===== src/rtl/handshake_arbiter.sv =====
// handshake_arbiter: round-robin front end that shares one handshake_reg
// staging register among N_REQ requesters. It latches the winner's word,
// walks the register's full/drain cycle and pulses src_ack to the winner.
// A drain watchdog aborts a stuck transfer and raises a sticky error flag.

module handshake_arbiter #(
    parameter int N_REQ   = 4,
    parameter int WIDTH   = 42,
    parameter int TIMEOUT = 255
) (
    input  logic                       clk,
    input  logic                       rst,
    input  logic [N_REQ-1:0]           src_req,
    input  logic [N_REQ*WIDTH-1:0]     src_data,
    output logic [N_REQ-1:0]           src_ack,
    output logic                       reg_req,
    output logic [WIDTH-1:0]           reg_data,
    input  logic                       reg_ack,
    output logic [$clog2(N_REQ)-1:0]   grant_id,
    output logic                       busy,
    output logic                       timeout_err
);

    localparam int ID_W  = $clog2(N_REQ);
    localparam int CNT_W = (TIMEOUT > 0) ? $clog2(TIMEOUT + 1) : 1;

    typedef enum logic [1:0] {
        ST_IDLE  = 2'd0,
        ST_ISSUE = 2'd1,
        ST_DRAIN = 2'd2,
        ST_DONE  = 2'd3
    } state_t;

    state_t             state;
    state_t             state_next;

    // Index of the last acknowledged winner; the scan starts one above it.
    logic [ID_W-1:0]    rr_ptr;
    logic [ID_W-1:0]    rr_ptr_next;

    // Cycles spent in ISSUE+DRAIN for the current transfer.
    logic [CNT_W-1:0]   wd_cnt;
    logic [CNT_W-1:0]   wd_cnt_next;
    logic [CNT_W-1:0]   wd_cnt_inc;
    logic               wd_expire;

    logic [ID_W-1:0]    winner;
    logic               winner_found;
    logic               grant_fire;

    logic [N_REQ-1:0]   src_ack_next;
    logic               reg_req_next;
    logic [WIDTH-1:0]   reg_data_next;
    logic [ID_W-1:0]    grant_id_next;
    logic               busy_next;
    logic               timeout_err_next;

    // Adds an offset to a requester index with wrap-around at N_REQ.
    function automatic logic [ID_W-1:0] wrap_idx(input logic [ID_W-1:0] base,
                                                 input int               offset);
        int sum;
        sum = int'(base) + offset;
        if (sum >= N_REQ) begin
            sum = sum - N_REQ;
        end
        return sum[ID_W-1:0];
    endfunction

    // Round-robin pick: first requester above the last winner, wrapping, the
    // last winner itself checked last so a lone requester is never skipped.
    always_comb begin
        winner       = '0;
        winner_found = 1'b0;
        for (int k = 1; k <= N_REQ; k++) begin
            if (!winner_found && src_req[wrap_idx(rr_ptr, k)]) begin
                winner       = wrap_idx(rr_ptr, k);
                winner_found = 1'b1;
            end
        end
    end

    // Watchdog: saturating cycle count, expiring on the edge that completes
    // the TIMEOUT-th cycle of ISSUE+DRAIN; TIMEOUT of zero disables it.
    always_comb begin
        wd_cnt_inc = wd_cnt;
        if (wd_cnt != {CNT_W{1'b1}}) begin
            wd_cnt_inc = wd_cnt + CNT_W'(1);
        end
        wd_expire = 1'b0;
        if ((TIMEOUT != 0) && ((state == ST_ISSUE) || (state == ST_DRAIN))) begin
            wd_expire = (wd_cnt_inc == CNT_W'(TIMEOUT));
        end
    end

    // State register plus all registered outputs; reset wins in every state.
    always_ff @(posedge clk) begin
        if (rst) begin
            state       <= ST_IDLE;
            rr_ptr      <= ID_W'(N_REQ - 1);
            wd_cnt      <= '0;
            src_ack     <= '0;
            reg_req     <= 1'b0;
            reg_data    <= '0;
            grant_id    <= '0;
            busy        <= 1'b0;
            timeout_err <= 1'b0;
        end else begin
            state       <= state_next;
            rr_ptr      <= rr_ptr_next;
            wd_cnt      <= wd_cnt_next;
            src_ack     <= src_ack_next;
            reg_req     <= reg_req_next;
            reg_data    <= reg_data_next;
            grant_id    <= grant_id_next;
            busy        <= busy_next;
            timeout_err <= timeout_err_next;
        end
    end

    // Next-state logic: the handshake sequence, pointer and watchdog count.
    always_comb begin
        state_next  = state;
        rr_ptr_next = rr_ptr;
        wd_cnt_next = wd_cnt;
        case (state)
            ST_IDLE: begin
                // A full register here belongs to someone else; wait it out.
                if (winner_found && !reg_ack) begin
                    state_next  = ST_ISSUE;
                    wd_cnt_next = '0;
                end
            end
            ST_ISSUE: begin
                wd_cnt_next = wd_cnt_inc;
                if (wd_expire) begin
                    state_next = ST_DONE;
                end else if (reg_ack) begin
                    state_next = ST_DRAIN;
                end
            end
            ST_DRAIN: begin
                wd_cnt_next = wd_cnt_inc;
                if (wd_expire) begin
                    state_next = ST_DONE;
                end else if (!reg_ack) begin
                    state_next = ST_DONE;
                end
            end
            ST_DONE: begin
                state_next  = ST_IDLE;
                rr_ptr_next = grant_id;
            end
            default: begin
                state_next = ST_IDLE;
            end
        endcase
    end

    assign grant_fire = (state == ST_IDLE) && (state_next == ST_ISSUE);

    // Output logic: next values of the registered outputs, derived from the
    // state being entered so every output changes on the same edge as state.
    always_comb begin
        reg_req_next     = (state_next == ST_ISSUE);
        busy_next        = (state_next != ST_IDLE);
        timeout_err_next = timeout_err | wd_expire;
        reg_data_next    = reg_data;
        grant_id_next    = grant_id;
        src_ack_next     = '0;
        if (grant_fire) begin
            reg_data_next = src_data[int'(winner)*WIDTH +: WIDTH];
            grant_id_next = winner;
        end
        if (state_next == ST_DONE) begin
            src_ack_next[grant_id] = 1'b1;
        end
    end

endmodule


===== config.mk =====
export PLATFORM = sky130hd
export DESIGN_NAME = handshake_arbiter
export DESIGN_NICKNAME = d
export VERILOG_FILES = /design/src/rtl/handshake_arbiter.sv
export SDC_FILE = /design/constraint.sdc
export NUM_CORES = 1
export LEC_CHECK = 0
export BUFFER_PORTS_ARGS = -buffer_cell sky130_fd_sc_hd__buf_2
export CAP_MARGIN = 20
export CORE_AREA = 2 2 101 103
export CTS_CLUSTER_DIAMETER = 200
export CTS_CLUSTER_SIZE = 10
export DETAILED_ROUTE_END_ITERATION = 8
export DIE_AREA = 0 0 103 105
export GPL_ROUTABILITY_DRIVEN = 0
export PLACE_DENSITY_LB_ADDON = 0.1
export SLEW_MARGIN = 40
export SYNTH_ARGS = -nofsm -noshare
export SYNTH_HDL_FRONTEND = slang
export SYNTH_SLANG_ARGS = --single-unit
export TNS_END_PERCENT = 5

===== constraint.sdc =====
create_clock -name clk -period 3.75 [get_ports clk]
set_clock_uncertainty 0.15 [all_clocks]
set_input_delay 0.5625 -clock clk [delete_from_list [all_inputs] [get_ports clk]]
set_output_delay 0.5625 -clock clk [all_outputs]
set_load 0.005 [all_outputs]

==> results.sh <==
export IMPL_ys_flop_type="dfxtp_1"
export IMPL_chipHeight_um=105
export IMPL_pin_count=226
export IMPL_antenna_left=0
export IMPL_ys_ff_latch=63
export IMPL_synth_warnings=0
export IMPL_synth_edf_count=0
export IMPL_synth_top_family_by_area="multiplexers"
export IMPL_hp_class="reg -> reg"
export IMPL_wl_um=12000
export IMPL_max_freq_ghz=0.317
export IMPL_start_kind="flop"
export IMPL_setup_viol=0
export IMPL_p_switching_mw=1.16
export IMPL_die_w_um=103
export IMPL_grt_pass1_wl_um=18700
export IMPL_end_kind="flop"
export IMPL_rsz0062_at_grt="no"
export IMPL_drt_first_pass_iters=4
export IMPL_r2r_cells=7
export IMPL_syn_inst=452
export IMPL_antenna_found_initial=0
export IMPL_maxCapViolations=0
export IMPL_preCtsSetupSlack_ps=620
export IMPL_clock_path_buffers=2
export IMPL_ctsHoldBuffers=0
export IMPL_area_growth_syn_to_layout_pct=31.4
export IMPL_powerDensity_nw_per_um2=546
export IMPL_syn_area_um2=4350
export IMPL_yosys_area_share_simple_pct=17.3
export IMPL_p_clk_share_pct=21.7
export IMPL_ys_seq_area_share_pct=29.0
export IMPL_synth_cell_type_count=44
export IMPL_r2r_slack_ps=600
export IMPL_track_usage_pct=21.7
export IMPL_critical_path_required_ps=3830
export IMPL_hold_viol_final=0
export IMPL_cp_max_fo=43
export IMPL_die_area_um2=10800
export IMPL_critPathKind="reg -> reg"
export IMPL_grt_max_degree=44
export IMPL_power_frac_comb_pct=45.3
export IMPL_drive_gt1_share_pct=39.2
export IMPL_drc=0
export IMPL_setup_tns_ps=0
export IMPL_worstHoldPathCells=2
export IMPL_yosysTopAreaCellShare_pct=29.5
export IMPL_ir_worst_vdd_mv=0.268
export IMPL_regToRegEndpoint="reg_data[19]"
export IMPL_fin_cells=791
export IMPL_post_cts_setup_buffers=0
export IMPL_worst_pin_slew_ps=737
export IMPL_period_share_pct=84.1
export IMPL_io_buffers=225
export IMPL_yosysTopAreaCell="mux2i_1"
export IMPL_slew_headroom_pct=50.8
export IMPL_synth_most_common_cell="mux2i_1"
export IMPL_clock_latency_ps=340
export IMPL_hold_end="timeout_err"
export IMPL_wl_per_cell_um=15.2
export IMPL_avgSynthCellArea_um2=9.62
export IMPL_synth_compound_area_share_pct=16.3
export IMPL_synth_area_mux_share_pct=29.5
export IMPL_gr_total_overflow=0
export IMPL_critPathArrivalTime_ps=3230
export IMPL_power_internal_mw=1.96
export IMPL_grt_pass1_vias=4080
export IMPL_netlist_top_cells_area="mux2i_1 29%, dfxtp_1 29%, and4_1 8.7%"
export IMPL_setup_slack_ps=597
export IMPL_hold_start="timeout_err"
export IMPL_routed_via_density=5.38
export IMPL_vias=4252
export IMPL_nets=834
export IMPL_start_util_pct=45.1
export IMPL_synth_common_cells="128 x mux2i_1, 63 x dfxtp_1, 43 x and4_1"
export IMPL_dr_first_iter_drc_count=121
export IMPL_power_frac_seq_pct=33.0
export IMPL_cts_buffers=9
export IMPL_dp_hpwl_um=9070
export IMPL_dp_cells=775
export IMPL_fin_crit_ps=3150
export IMPL_slew_viol_final=0
export IMPL_diodes=0
export IMPL_coreArea_um2=9640
export IMPL_rows=36
export IMPL_synth_nets=633
export IMPL_synth_fa_ha_area_share_pct=1.73
export IMPL_cts_max_level=3
export IMPL_clk_pin_slew_ps=70
export IMPL_outcome="completed"
export IMPL_cts_sinks=63
export IMPL_synthXorXnorAreaFrac_pct=0.201
export IMPL_switching_share_pct=37.3
export IMPL_cts_resized=0
export IMPL_crit_reg2reg_launch="wd_cnt[0]"
export IMPL_root_buffer="clkbuf_8"
export IMPL_power_leakage_nw=2.72
export IMPL_final_util_pct=59.3
export IMPL_async_reset_ff_share_pct=0
export IMPL_cts_tree="done"
export IMPL_fillCellCount=937
worst max-delay path, stage by stage (launching register included):
cell	delay [ps]
dfxtp_1	450
ha_1	350
and4_4	300
o211ai_1	120
a221o_1	410
o211ai_4	510
nand2_4	390
a31o_1	330
power by group through the flow:
stage          logic (mW)  clock network [mW]  registers [mW]
2_1_floorplan       0.996                   0            1.05
3_3_place_gp         1.40                   0            1.04
3_5_place_dp         1.43                   0            1.04
4_1_cts              1.43               0.695            1.03
5_1_grt              1.56               0.724            1.06
6_report             1.41               0.677            1.03
final cells by class:
class | count | area (µm²) | share of cell area [%]
Timing Repair Buffer | 233 | 1200 | 21.0
Clock inverter | 5 | 80.1 | 1.40
Clock buffer | 11 | 151 | 2.65
Tap cell | 133 | 166 | 2.91
Sequential cell | 63 | 1260 | 22.1
Multi-Input combinational cell | 342 | 2840 | 49.7
Inverter | 4 | 15.0 | 0.263
registers in the layout, summed over array words and instances (netlist names):
register,cells
state,2
src_ack,4
busy,1
wd_cnt,8
rr_ptr,2
grant_id,2
timeout_err,1
reg_data,42
reg_req,1
through the flow:
stage | instance area [µm²] | hold WS, ps | power [mW]
2_1_floorplan | 4350 | 306 | 2.04
3_3_place_gp | 5490 | 333 | 2.44
3_5_place_dp | 5490 | 341 | 2.47
4_1_cts | 5720 | 358 | 3.15
5_1_grt | 5720 | 388 | 3.34
6_report | 5720 | 352 | 3.12
layer usage:
metal / share of wire, % / track usage, % / vias to the layer above
met5: 0 / 0 / -
met2: 50 / 38.7 / 149
met3: 6.7 / 4.82 / 7
met1: 42 / 25.3 / 1953
li1: - / - / 2143
met4: 0.98 / 6.48 / 0
how the worst max path moves through the flow:
stage               startpoint      endpoint  slack (ps)  cells past startpoint
global route         wd_cnt[0]  reg_data[34]         360                      7
global placement     wd_cnt[0]  reg_data[36]         680                      7
finish               wd_cnt[0]  reg_data[19]         600                      7
CTS                  wd_cnt[0]  reg_data[34]         610                      7
detailed placement   wd_cnt[0]  reg_data[19]         620                      7
floorplan            wd_cnt[0]  reg_data[10]        1170                     10
layout by cell type, fill, tap and decap left out, drive strengths merged, types with 2 or more instances in the layout:
cell type  count
a31oi          4
nor2b          4
nor3b          3
nand2         14
clkbuf        11
o22ai          2
mux2i        128
clkinvlp       2
nand2b         3
inv            4
bufinv         2
and3           3
ha             6
a21oi         19
dfxtp         63
o21a           3
buf          233
and4          44
nand4          2
nand3          8
nand4b         2
and2           3
o21ai          7
a31o          42
o211ai         4
nor3          11
o211a          2
a21o           2
nor2          15
cells by family after synthesis:
group / count (synthesis)
fa+ha+maj: 6
simple gates: 115
mux: 128
xor+xnor: 1
flops: 63
buf+inv: 47
compound gates: 92
No activity file was read; power rests on OpenSTA's default activity.
